### src/rtl/msrv32_pkg.sv
// ---------------------------------------------------------------------------
// msrv32_pkg
// Purpose : Shared definitions for the store buffer slice: store funct3
//           encodings, AHB-lite transfer types, the queued-entry layout and
//           the drain FSM state type.
// Ports   : none (package)
// ---------------------------------------------------------------------------
package msrv32_pkg;

  localparam logic [2:0] F3_SB = 3'b000;
  localparam logic [2:0] F3_SH = 3'b001;
  localparam logic [2:0] F3_SW = 3'b010;

  localparam logic [1:0] HTRANS_IDLE   = 2'b00;
  localparam logic [1:0] HTRANS_NONSEQ = 2'b10;

  // Only the word address is kept: the low two bits are folded into the mask.
  typedef struct packed {
    logic [29:0] addr;
    logic [31:0] data;
    logic [3:0]  mask;
  } sb_entry_t;

  typedef enum logic {
    SB_IDLE,
    SB_BUSY
  } sb_state_e;

endpackage

### src/rtl/msrv32_store_format.sv
// ---------------------------------------------------------------------------
// msrv32_store_format
// Purpose : Combinational store formatter. Replicates the source data into
//           every lane it may land on and produces the byte-lane mask, plus
//           misaligned / illegal flags for the requested access size.
// Ports   : i_funct3       in  3   store size encoding
//           i_addrLsb      in  2   low bits of the effective address
//           i_rs2          in  32  store source data
//           o_data         out 32  lane-replicated write data
//           o_mask         out 4   byte-lane write mask
//           o_misaligned   out 1   legal size but address not naturally aligned
//           o_illegal      out 1   funct3 is not a store encoding
// ---------------------------------------------------------------------------
module msrv32_store_format
  import msrv32_pkg::*;
(
  input  logic [2:0]  i_funct3,
  input  logic [1:0]  i_addrLsb,
  input  logic [31:0] i_rs2,
  output logic [31:0] o_data,
  output logic [3:0]  o_mask,
  output logic        o_misaligned,
  output logic        o_illegal
);

  // Data is replicated across all lanes so the slave can pick whichever lane
  // the mask enables; misaligned is only meaningful for legal encodings.
  always_comb begin
    o_data       = '0;
    o_mask       = '0;
    o_misaligned = 1'b0;
    o_illegal    = 1'b0;
    case (i_funct3)
      F3_SB: begin
        o_data = {4{i_rs2[7:0]}};
        o_mask = 4'b0001 << i_addrLsb;
      end
      F3_SH: begin
        o_data       = {2{i_rs2[15:0]}};
        o_mask       = i_addrLsb[1] ? 4'b1100 : 4'b0011;
        o_misaligned = i_addrLsb[0];
      end
      F3_SW: begin
        o_data       = i_rs2;
        o_mask       = 4'b1111;
        o_misaligned = |i_addrLsb;
      end
      default: begin
        o_illegal = 1'b1;
      end
    endcase
  end

endmodule

### src/rtl/msrv32_store_buffer_unit.sv
// ---------------------------------------------------------------------------
// msrv32_store_buffer_unit
// Purpose : Queues formatted stores in a DEPTH-entry FIFO and drains them to
//           an AHB-lite style data-memory port, one NONSEQ transfer per entry.
//           Flags misaligned/illegal stores and reports load-after-store
//           hazards against every entry still queued.
// Ports   : ms_riscv32_mp_clk_in / ms_riscv32_mp_rst_n_in  clock, sync active-low reset
//           funct3_in, iadder_in, rs2_in, mem_wr_req_in     store request from execute
//           ahb_ready_in                                    slave ready, pops the head
//           load_addr_in, load_req_in                       load hazard query
//           ms_riscv32_mp_dm{data,addr,wr_mask,wr_req}_out  head entry on the bus
//           ahb_htrans_out                                  IDLE / NONSEQ
//           stall_out                                       FIFO full, no pop this cycle
//           misaligned_store_out, illegal_store_out         1-cycle drop pulses
//           load_hazard_out                                 load hits a queued store
//           sb_empty_out                                    nothing queued, bus idle
// ---------------------------------------------------------------------------
module msrv32_store_buffer_unit
  import msrv32_pkg::*;
#(
  parameter int XLEN  = 32,
  parameter int DEPTH = 4
) (
  input  logic            ms_riscv32_mp_clk_in,
  input  logic            ms_riscv32_mp_rst_n_in,
  input  logic [2:0]      funct3_in,
  input  logic [XLEN-1:0] iadder_in,
  input  logic [XLEN-1:0] rs2_in,
  input  logic            mem_wr_req_in,
  input  logic            ahb_ready_in,
  input  logic [XLEN-1:0] load_addr_in,
  input  logic            load_req_in,
  output logic [XLEN-1:0] ms_riscv32_mp_dmdata_out,
  output logic [XLEN-1:0] ms_riscv32_mp_dmaddr_out,
  output logic [3:0]      ms_riscv32_mp_dmwr_mask_out,
  output logic            ms_riscv32_mp_dmwr_req_out,
  output logic [1:0]      ahb_htrans_out,
  output logic            stall_out,
  output logic            misaligned_store_out,
  output logic            illegal_store_out,
  output logic            load_hazard_out,
  output logic            sb_empty_out
);

  localparam int PTRW = $clog2(DEPTH);
  localparam int CNTW = PTRW + 1;

  sb_entry_t         r_fifo [DEPTH];
  logic [PTRW-1:0]   r_wrPtr;
  logic [PTRW-1:0]   r_rdPtr;
  logic [CNTW-1:0]   r_count;
  sb_state_e         r_state;
  logic              r_misalignedPulse;
  logic              r_illegalPulse;

  logic [31:0]       w_fmtData;
  logic [3:0]        w_fmtMask;
  logic              w_fmtMisaligned;
  logic              w_fmtIllegal;
  logic              w_busy;
  logic              w_pop;
  logic              w_reqValid;
  logic              w_push;
  logic [CNTW-1:0]   w_countNext;
  sb_entry_t         w_head;
  sb_entry_t         w_newEntry;
  logic [XLEN-1:0]   w_loadWordAddr;
  logic              w_hazardAny;

  msrv32_store_format u_format (
    .i_funct3     (funct3_in),
    .i_addrLsb    (iadder_in[1:0]),
    .i_rs2        (rs2_in),
    .o_data       (w_fmtData),
    .o_mask       (w_fmtMask),
    .o_misaligned (w_fmtMisaligned),
    .o_illegal    (w_fmtIllegal)
  );

  // A pop only happens while a transfer is actually on the bus, so an empty
  // buffer never bypasses a new store straight to the slave.
  assign w_busy     = (r_state == SB_BUSY);
  assign w_pop      = w_busy & ahb_ready_in;
  assign stall_out  = (r_count == CNTW'(DEPTH)) & ~w_pop;
  assign w_reqValid = mem_wr_req_in & ~stall_out;
  assign w_push     = w_reqValid & ~w_fmtIllegal & ~w_fmtMisaligned;

  assign w_newEntry = '{addr: iadder_in[31:2], data: w_fmtData, mask: w_fmtMask};
  assign w_head     = r_fifo[r_rdPtr];

  always_comb begin
    w_countNext = r_count;
    case ({w_push, w_pop})
      2'b10:   w_countNext = r_count + CNTW'(1);
      2'b01:   w_countNext = r_count - CNTW'(1);
      default: w_countNext = r_count;
    endcase
  end

  // Entry storage carries no reset: validity comes purely from the pointers
  // and count, which are cleared on reset.
  always_ff @(posedge ms_riscv32_mp_clk_in) begin
    if (w_push) begin
      r_fifo[r_wrPtr] <= w_newEntry;
    end
  end

  // Pointer/count bookkeeping, drain FSM and the one-cycle drop pulses.
  // The FSM leaves BUSY only when the pop empties the buffer with no
  // replacement push in the same cycle.
  always_ff @(posedge ms_riscv32_mp_clk_in) begin
    if (!ms_riscv32_mp_rst_n_in) begin
      r_wrPtr           <= '0;
      r_rdPtr           <= '0;
      r_count           <= '0;
      r_state           <= SB_IDLE;
      r_misalignedPulse <= 1'b0;
      r_illegalPulse    <= 1'b0;
    end else begin
      if (w_push) begin
        r_wrPtr <= r_wrPtr + 1'b1;
      end
      if (w_pop) begin
        r_rdPtr <= r_rdPtr + 1'b1;
      end
      r_count           <= w_countNext;
      r_misalignedPulse <= w_reqValid & w_fmtMisaligned;
      r_illegalPulse    <= w_reqValid & w_fmtIllegal;
      case (r_state)
        SB_IDLE: begin
          if (w_push) begin
            r_state <= SB_BUSY;
          end
        end
        SB_BUSY: begin
          if (w_pop && (w_countNext == '0)) begin
            r_state <= SB_IDLE;
          end
        end
        default: r_state <= SB_IDLE;
      endcase
    end
  end

  // Bus outputs follow the registered state; while IDLE everything reads 0
  // so stale storage never leaks onto the port.
  assign ms_riscv32_mp_dmdata_out    = w_busy ? w_head.data : '0;
  assign ms_riscv32_mp_dmaddr_out    = w_busy ? {w_head.addr, 2'b00} : '0;
  assign ms_riscv32_mp_dmwr_mask_out = w_busy ? w_head.mask : 4'b0000;
  assign ms_riscv32_mp_dmwr_req_out  = w_busy;
  assign ahb_htrans_out              = w_busy ? HTRANS_NONSEQ : HTRANS_IDLE;
  assign misaligned_store_out        = r_misalignedPulse;
  assign illegal_store_out           = r_illegalPulse;
  assign sb_empty_out                = (r_count == '0) & ~w_busy;

  // Hazard compare at word granularity against every occupied slot, the head
  // included. A slot is occupied when its distance from the read pointer
  // (modulo DEPTH) is below the current count.
  assign w_loadWordAddr = load_addr_in & ~XLEN'(3);

  always_comb begin
    logic [PTRW-1:0] offset;
    w_hazardAny = 1'b0;
    offset      = '0;
    for (int i = 0; i < DEPTH; i++) begin
      offset = PTRW'(i) - r_rdPtr;
      if (({1'b0, offset} < r_count) &&
          ({r_fifo[i].addr, 2'b00} == w_loadWordAddr)) begin
        w_hazardAny = 1'b1;
      end
    end
  end

  assign load_hazard_out = load_req_in & w_hazardAny;

endmodule
### config.mk
export PLATFORM = sky130hd
export DESIGN_NAME = msrv32_store_buffer_unit
export DESIGN_NICKNAME = d
export VERILOG_FILES = /design/src/rtl/msrv32_pkg.sv /design/src/rtl/msrv32_store_format.sv /design/src/rtl/msrv32_store_buffer_unit.sv
export SDC_FILE = /design/constraint.sdc
export NUM_CORES = 1
export LEC_CHECK = 0
export ABC_AREA = 1
export BUFFER_PORTS_ARGS = -buffer_cell sky130_fd_sc_hd__clkbuf_2
export CAP_MARGIN = 20
export CORE_ASPECT_RATIO = 1.4
export CORE_UTILIZATION = 58
export CTS_BUF_LIST = sky130_fd_sc_hd__clkbuf_16
export DETAILED_ROUTE_END_ITERATION = 6
export PLACE_DENSITY = 0.8
export SYNTH_ARGS = -nofsm -noshare
export SYNTH_HDL_FRONTEND = slang
export SYNTH_SLANG_ARGS = --single-unit
export TNS_END_PERCENT = 20
### constraint.sdc
create_clock -name ms_riscv32_mp_clk_in -period 13 [get_ports ms_riscv32_mp_clk_in]
set_input_delay 0.65 -clock ms_riscv32_mp_clk_in [delete_from_list [all_inputs] [get_ports ms_riscv32_mp_clk_in]]
set_output_delay 0.65 -clock ms_riscv32_mp_clk_in [all_outputs]
set_load 0.02 [all_outputs]
* Word level (Yosys, flattened, before mapping)
Memory sizes are Yosys's and may differ from the RTL's. A register that Yosys moved wholly into a read port is not among the register bits.
Cells that the tools add are included.
** Word-level totals
- Memories kept :: 1
- RAM bits :: 264
- Input port bits :: 104
- Bits in registers :: 10
** Memory list
- r_fifo :: words 4, bits a word 66, read ports 5, clocked after memory_dff 1, wr ports 1, line msrv32_store_buffer_unit.sv:48 : sb_entry_t r_fifo [DEPTH];
** Operators by class
- Shift-type cells :: 1
- Multiplexer cells :: 20
- Magnitude comparators :: 4
- Bitwise gates (word level) :: 13
- $add $sub $neg :: 8
- Equality and inequality tests :: 9
- Reduce and logical (&&, ||, !) cells :: 10
** Operator list (number)
- == test 30 bit :: 4
- one-hot mux 32 bit (3 select lines) :: 1
- two-way mux 32 bit :: 2
- < comparator 2 x 3 -> 1 bit :: 4
- one-hot mux 4 bit (3 select lines) :: 1
- bitwise AND 1 bit :: 9
- logical NOT 3 bit :: 3
- two-way mux 1 bit :: 8
- two-way mux 4 bit :: 2
- two-way mux 2 bit :: 3
- one-hot mux 3 bit (2 select lines) :: 1
- logical AND 1 bit :: 5
- adder 2 x 1 -> 2 bit (second input constant) :: 2
- NOT 1 bit :: 4
- one-hot mux 1 bit (2 select lines) :: 2
- left shift 1 x 2 -> 4 bit (first input constant) :: 1
- subtractor 1 x 2 -> 2 bit (first input constant) :: 2
- subtractor 2 bit (first input constant) :: 2
- adder 3 x 1 -> 3 bit (second input constant) :: 1
- == test 3 x 1 -> 1 bit (second input constant) :: 1
- == test 3 x 2 -> 1 bit (second input constant) :: 1
- == test 3 bit (second input constant) :: 1
- OR reduction 3 bit :: 1
- subtractor 3 x 1 -> 3 bit (second input constant) :: 1
- 3 further kinds :: 3

* Longest topological paths before layout
Gate-level depths: netlist of the first run.
- Depth after elaboration :: 13
- Gate-level depth with buffers :: 14
- Mapped depth without buffers :: 14

* Cells and area by module
Synthesis of the first run repeated with hierarchy kept, for this count alone.
** Unflattened totals
- Cell total of the unflattened synthesis :: 1262
- Area, all modules :: 13128.8 um^2
** By module, submodules not included
- msrv32_store_buffer_unit :: cells an instance 1141, times used 1, seq. area each 8167.8 um^2, area each 12542.0 um^2
- msrv32_store_format :: cells an instance 121, times used 1, seq. area each 0.0 um^2, area each 586.8 um^2

* Worst setup path before layout of the first run
Ideal clock, no wire load.
- Path type :: input -> register
- From :: input funct3_in[0]
- To :: memory r_fifo[0][0] (netlist name), enable pin
- Data arrival time :: 4.121 ns
- Library setup time :: 0.491 ns
- Slack :: 8.388 ns
- Stages on the path :: 5
- Path buffers :: 0
- Cell sequence :: nor3_4 > inv_2 > nand2_2 > nand3_4 > nor2_1
** On the way
- Word-level cells in the longest chain between the ends :: 6
- Elaborated cells on any way between the ends :: 10
- Those cells by class :: eq/ne (2); mux (3); bitwise (3); reduce/logical (2)
** RTL lines
- start, declared :: line msrv32_store_buffer_unit.sv:26 : input logic [2:0] funct3_in,
- == test 3 x 1 -> 1 bit (tied with other cells) :: line msrv32_store_format.sv:33 : case (i_funct3)
- OR reduction 3 bit (no line) or one-hot mux 1 bit (2 select lines) (tied branches)
- bitwise AND 1 bit or NOT 1 bit (tied branches) :: line msrv32_store_buffer_unit.sv:86 : assign w_push = w_reqValid & ~w_fmtIllegal & ~w_fmtMisaligned;
- bitwise AND 1 bit * :: line msrv32_store_buffer_unit.sv:86
- two-way mux 1 bit * :: line msrv32_store_buffer_unit.sv:103 : if (w_push) begin
- two-way mux 1 bit (implied by the code) * :: line msrv32_store_buffer_unit.sv:104 : r_fifo[r_wrPtr] <= w_newEntry;
- end, declared :: line msrv32_store_buffer_unit.sv:48
Mark *: on every way between the ends. The rest lies on a longest branch, timed or not.

==> results of run 1 <==
-- power by group --
group	internal, mW	total [mW]	leakage [nW]	switching, mW
clock	0.351	0.655	0.367	0.304
combinational	0.0575	0.178	2.78	0.120
sequential	0.995	1.00	2.51	0.00952
-- synth_stat cells, types with 5 or more instances --
| master | number |
|---|---|
| ha_1 | 9 |
| edfxtp_1 | 264 |
| xor2_1 | 43 |
| a22o_1 | 8 |
| clkbuf_1 | 48 |
| xnor2_1 | 63 |
| dfxtp_1 | 12 |
| buf_1 | 5 |
| buf_2 | 15 |
| nor2_1 | 298 |
| nand4_1 | 8 |
| nand3_1 | 14 |
| a21oi_1 | 92 |
| o21ai_0 | 142 |
| nand2_1 | 112 |
| inv_1 | 76 |
| o211ai_1 | 10 |
-- cells by family after synthesis --
kind of cell	after synthesis
AO/OA/AOI/OAI	256
XOR/XNOR	106
adder cells (fa/ha/maj)	10
buffers and inverters	151
flip-flops	276
other	1
AND/OR/NAND/NOR	442
-- metrics by stage --
stage / hold slack [ps] / instance area [um^2]
floorplan: 490 / 12900
global placement: 507 / 14000
detailed placement: 528 / 14000
CTS: 317 / 14700
global route: 321 / 14700
finish: 338 / 14700
-- sequential cells by signal (all words and copies together), names as in the netlist, named ones only --
signal	cells
r_rdPtr	2
r_wrPtr	2
illegal_store_out	1
r_fifo	264
ms_riscv32_mp_dmwr_req_out	1
misaligned_store_out	1
r_count	3
-- layer usage --
metal	vias up	track usage, %
met4	0	13.4
met2	392	46.9
met1	4315	28.6
met5	-	0
li1	4475	-
met3	73	3.87
-- worst paths after layout --
path | endpoint | slack [ps] | depth (start not counted)
worst max register to register | r_fifo[3][5] | 10120 | 7
worst min-delay path | r_fifo[0][48] | 340 | 1
worst min register to register | register | 540 | 2
worst max-delay path | ms_riscv32_mp_dmaddr_out[26] | 8920 | 6
-- final cells by class --
cell class	count	area share, %
Clock buffer	25	4.26
Sequential cell	276	55.6
Clock inverter	21	0.715
Multi-Input combinational cell	817	28.4
Inverter	79	2.04
Tap cell	297	2.53
Timing Repair Buffer	183	6.39
==> out/results.tsv, run 1 <==
stage	metric	value	unit
run_status	outcome	finished, final reports clean	
power	finalPower	1.84	mW
clock_tree	clock_latency	530	ps
global_route	globalRouteOverflowTotal	0	
synth	synth_top_family_by_area	simple AND/OR/NAND/NOR gates	
critical_path	critical_path.cell_chain	clkinv_2 > buf_4 > a21oi_1 > o21ai_0 > a21oi_1 > clkbuf_2	
synth	synthCells	1242	
synth	synth_cell_types	29	
timing	setup_slack	8920	ps
critical_path	startpoint_type	register	
critical_path	cp.required	12350	ps
timing	setup_tns	0	ps
global_route	antenna_found_initial	0	
critical_path	critPathArrivalTime	3430	ps
synth	synthXorXnorAreaFrac	7.19	%
finish	multiInputGateArea	0.00418	mm^2
synth	synth-simple-area-share	13.5	%
synth	synth_fa_ha_area_share	1.03	%
critical_path	cp_max_fo	73	
clock_tree	cts_sinks	276	
worst_hold_path	hold_path.class	input port to register	
placement	dp.cells	1652	
synth	synth.yosys.seq_area_share	63.3	%
timing	rsz0062_at_grt	false	
finish	n_antenna_cell	0	
critical_path	endpoint_kind	output port	
floorplan	start_util	59.1	%
finish	final_common_cell	nor2_1	
critical_path	worst-path-buf-inv	3	
floorplan	die_w	128	um
placement	hpwl	17.9	mm
critical_path	crit_path_max_incr_delay	830	ps
power	leakagePower	5.66	nW
timing	finalClockSkew	21.7	ps
synth	syn_area	0.0129	mm^2
placement	port_buffers	174	
critical_path	path_common_cell	a21oi_1	
drt	drt.antenna.violating_nets	0	
floorplan	placementRows	64	
synth	synthMuxAreaShare	0	%
global_route	grt_pass1_vias	8896	
floorplan	die_area	0.0229	mm^2
global_route	grt_start_max_net_pins	85	
clock_tree	clkTransAtPathRegs	70	ps
timing	setup_viol	0	
drt	drt_iter0_markers	662	
synth	synth-compound-area-share	10.4	%
drt	wirelength	29.1	mm
drt	wl_met2	15.4	mm
clock_tree	cts_resized	0	
drt	met1_length	10.6	mm
drt	routed-wl-met3	2.03	mm
synth	ys.flop_type	edfxtp_1	
synth	ys_ff_latch	276	
finish	final_util	67.2	%
finish	layout-drive-gt1-share	16.6	%
clock_tree	hold_buffers	0	
global_route	gr-usage-all-layers	25.6	%
synth	syn_avg_cell_area	10.4	um^2
synth	synth_edf_count	264	
drt	viasPerCell	5.45	
clock_tree	post_cts_buffers	0	
drt	wire_per_inst	17.2	um
worst_hold_path	min-delay-start	iadder_in[14]	
finish	nNetsFinal	1496	
finish	final_cell_mix	nor2_1 (294), edfxtp_1 (264), clkbuf_2 (174)	
synth	synth_top_area_share	61.4	%
finish	fillerInstances	1640	
critical_path	r2r-start	ms_riscv32_mp_dmwr_req_out	
clock_tree	cts_max_level	1	
floorplan	ios	180	
power	pwr_density_cell	125	mW/mm^2
timing	fin_crit_sh	31.4	%
critical_path	cpMaxStageDelayCell	clkinv_2	
critical_path	worstSetupPathType	register to output port	
synth	synth_area_leaders	edfxtp_1 (61%), nor2_1 (8.7%), o21ai_0 (5.5%)	
synth	async_flop_share	0	%
synth	synth_area_leader_cell	edfxtp_1	
timing	max_slew_margin	33.7	%
timing	slew_viol_final	0	
finish	regArea	0.00817	mm^2
synth	yosysWarnings	0	
timing	fin_crit	4080	ps
timing	hold_viol_final	0	
global_route	grt_pass1_wl	44.0	mm
critical_path	critPathTopFamily	buffers and inverters	
timing	fmax	245	MHz
clock_tree	cts_tree	yes	
run	maxCapViolCount	0	
power	peakVddDrop	121	uV
clock_tree	cts-root-buf	clkbuf_16	
finish	area_growth	13.8	%
drt	first_pass_iters	5	
drt	dr_total_vias	9255	
finish	fin_cells	1698	
placement	gp_congestion	0.869	
clock_tree	cts_buffer_depth	3	
floorplan	fp.coreArea	0.0219	mm^2
clock_tree	cts_buffers	25	
drt	drc	0	
drt	maxUsedRoutingLayer	met4	
floorplan	die_h	179	um
placement	place_ws	9010	ps
timing	worst_pin_slew	995	ps
No activity file was read; power rests on OpenSTA's default activity.
==> run 2: changes to the inputs <==
--- a/config.mk
+++ b/config.mk
@@ -9,10 +9,10 @@
 export BUFFER_PORTS_ARGS = -buffer_cell sky130_fd_sc_hd__clkbuf_2
 export CAP_MARGIN = 20
 export CORE_ASPECT_RATIO = 1.4
-export CORE_UTILIZATION = 58
+export CORE_UTILIZATION = 52
 export CTS_BUF_LIST = sky130_fd_sc_hd__clkbuf_16
 export DETAILED_ROUTE_END_ITERATION = 6
-export PLACE_DENSITY = 0.8
+export PLACE_DENSITY = 0.76
 export SYNTH_ARGS = -nofsm -noshare
 export SYNTH_HDL_FRONTEND = slang
 export SYNTH_SLANG_ARGS = --single-unit
==> constraint.sdc (replaced) <==
create_clock -name ms_riscv32_mp_clk_in -period 3.45 [get_ports ms_riscv32_mp_clk_in]
set_input_delay 0.1725 -clock ms_riscv32_mp_clk_in [delete_from_list [all_inputs] [get_ports ms_riscv32_mp_clk_in]]
set_output_delay 0.1725 -clock ms_riscv32_mp_clk_in [all_outputs]
set_load 0.02 [all_outputs]
==> out/results.tsv, run 2 (synthesis results as in run 1) <==
stage	metric	value	unit	change
finish	fin_cells	1752		was 1,698
timing	fmax	341	MHz	
global_route	globalRouteOverflowTotal	0		unchanged
power	p_sw	1.70	mW	was 434 uW
global_route	gr-usage-all-layers	24.3	%	was 25.6%
placement	dp.cells	1673		was 1,652
floorplan	placementRows	67		was 64
critical_path	cpMaxStageDelayCell	dfxtp_4		was clkinv_2
placement	hpwl	19.2	mm	was 17.9 mm
power	finalPower	7.48	mW	was 1.84 mW
drt	first_pass_iters	5		unchanged
critical_path	endpoint_kind	output port		unchanged
timing	rsz0062_at_grt	false		unchanged
global_route	grt_pass1_vias	9168		was 8,896
timing	fin_crit_sh	85.1	%	
power	p_comb_share	9.5	%	was 9.7%
clock_tree	post_cts_buffers	0		unchanged
power	peakVddDrop	435	uV	was 121 uV
critical_path	cp.required	3280	ps	was 12,350 ps
clock_tree	cts_buffers	26		was 25
floorplan	die_area	0.0255	mm^2	was 0.0229 mm^2
critical_path	critPathTopFamily	buffers and inverters		unchanged
timing	finalClockSkew	8.88	ps	was 21.7 ps
timing	setup_viol	0		unchanged
drt	drt_iter0_markers	776		was 662
critical_path	critical_path.cell_chain	buf_4 > nor2_1 > nor2_1 > o21ai_0 > a21oi_1 > clkbuf_2		was clkinv_2 > buf_4 > a21oi_1 > o21ai_0 > a21oi_1 > clkbuf_2
clock_tree	cts-root-buf	clkbuf_16		unchanged
finish	n_antenna_cell	0		unchanged
timing	fin_crit	2930	ps	
floorplan	start_util	53.5	%	was 59.1%
finish	layout-drive-gt1-share	17.1	%	was 16.6%
critical_path	crit_path_max_incr_delay	780	ps	was 830 ps
placement	place_ws	653	ps	was 9010 ps
timing	slew_viol_final	0		unchanged
timing	fin_hold_ws	34.0	ps	was 338 ps
drt	drc	0		unchanged
power	leakagePower	5.93	nW	was 5.66 nW
global_route	grt_pass1_wl	47.2	mm	was 44.0 mm
timing	max_slew_margin	35.4	%	was 33.7%
finish	area_growth	18.3	%	was 13.8%
power	p_int	5.78	mW	was 1.40 mW
critical_path	worstSetupPathType	register to output port		unchanged
run_status	outcome	finished, final reports clean		unchanged
drt	viasPerCell	5.44		was 5.45
clock_tree	cts_sinks	276		unchanged
global_route	antenna_found_initial	0		unchanged
placement	gp_congestion	0.828		was 0.869
clock_tree	cts_max_level	1		unchanged
finish	reg_top3	r_fifo x264, r_count x3		unchanged
finish	nNetsFinal	1536		was 1,496
critical_path	critPathArrivalTime	2760	ps	was 3430 ps
timing	hold_viol_final	0		unchanged
floorplan	die_h	188	um	was 179 um
drt	wire_per_inst	17.7	um	was 17.2 um
finish	final_common_cell	nor2_1		unchanged
clock_tree	clock_latency	530	ps	about the same
placement	port_buffers	174		unchanged
critical_path	cp_max_fo	54		was 73
clock_tree	cts_tree	yes		unchanged
critical_path	startpoint_type	register		unchanged
clock_tree	clkTransAtPathRegs	60	ps	was 70 ps
global_route	grt_start_max_net_pins	84		was 85
drt	drt.antenna.violating_nets	0		unchanged
power	pwr_density_cell	490	mW/mm^2	was 125 mW/mm^2
critical_path	path_common_cell	nor2_1		was a21oi_1
floorplan	ios	180		unchanged
power	share_clk_of_total_power	39.8	%	was 35.7%
floorplan	fp.coreArea	0.0241	mm^2	was 0.0219 mm^2
critical_path	worst-path-buf-inv	2		was 3
power	sw_frac_of_total	22.7	%	was 23.6%
power	p_seq_share	50.7	%	was 54.7%
finish	largest_register_ffs	264		unchanged
timing	worst_pin_slew	969	ps	was 995 ps
floorplan	die_w	135	um	was 128 um
drt	dr_total_vias	9527		was 9,255
worst_hold_path	hold_path.class	input port to register		unchanged
run	maxCapViolCount	0		unchanged
drt	wirelength	31.0	mm	was 29.1 mm
timing	setup_slack	515	ps	was 8920 ps
finish	top_register	r_fifo		unchanged
finish	final_cell_mix	nor2_1 (294), edfxtp_1 (264), clkbuf_2 (174)		unchanged
clock_tree	cts_buffer_depth	3		unchanged
finish	final_util	63.3	%	was 67.2%
-- run 2: cell count changes in the layout (fill, tap and decap cells not counted), sizes merged --
cell	before	now
inv	83	81
clkbuf	199	201
clkinvlp	3	1
clkinv	14	13
bufinv	0	5
buf	9	17
dlygate4sd3	0	31
-- run 2: path summary, 6_finish.rpt --
check                                endpoint                       start  cells after the start  slack (ps)
setup reg to reg   ms_riscv32_mp_dmwr_req_out  ms_riscv32_mp_dmwr_req_out                     13         890
hold / removal                  r_fifo[1][27]                  rs2_in[23]                      2          30
hold reg to reg                      register                  r_rdPtr[1]                      2         550
setup / recovery  ms_riscv32_mp_dmdata_out[2]                    register                      6         520
-- run 2: area by class of cell --
| type | instances | area (um^2) |
|---|---|---|
| clock buffers | 27 | 676 |
| clock inverters | 21 | 223 |
| fillers | 1839 | 8870 |
| inverters | 79 | 299 |
| multi-input cells | 817 | 4180 |
| flip-flops and latches | 276 | 8170 |
| well taps | 310 | 388 |
| repair buffers | 222 | 1330 |
-- run 2: per-stage QoR --
stage	cell area [um^2]	TNS [ps]
after floorplan	12900	-222070
after global placement	14100	0
after detailed placement	14100	0
after CTS	15300	0
after global routing	15300	0
final	15300	0
-- run 2: metal layers --
layer	GRT usage, %	part of all wire, %	vias up	wire length, um
li1	-	-	4553	-
met1	28.2	37	4517	11500
met2	44.5	53	388	16300
met3	2.96	6.8	69	2100
met4	10.2	3.5	0	1080
met5	0	0	-	0
-- run 2: power by group through the flow --
stage                     combinational [mW]  clock [mW]  sequential, mW
after CTS                              0.711        3.02            3.79
after floorplan                        0.431           0            3.85
after global placement                 0.658           0            3.86
after detailed placement               0.678           0            3.86
after global routing                   0.781        3.14            3.79
final                                  0.710        2.98            3.79
-- run 2: what timing repair did --
item	in CTS	in global routing
hold buffers	31	0
hold endpoints to repair	129	0
gates resized for setup	0	0
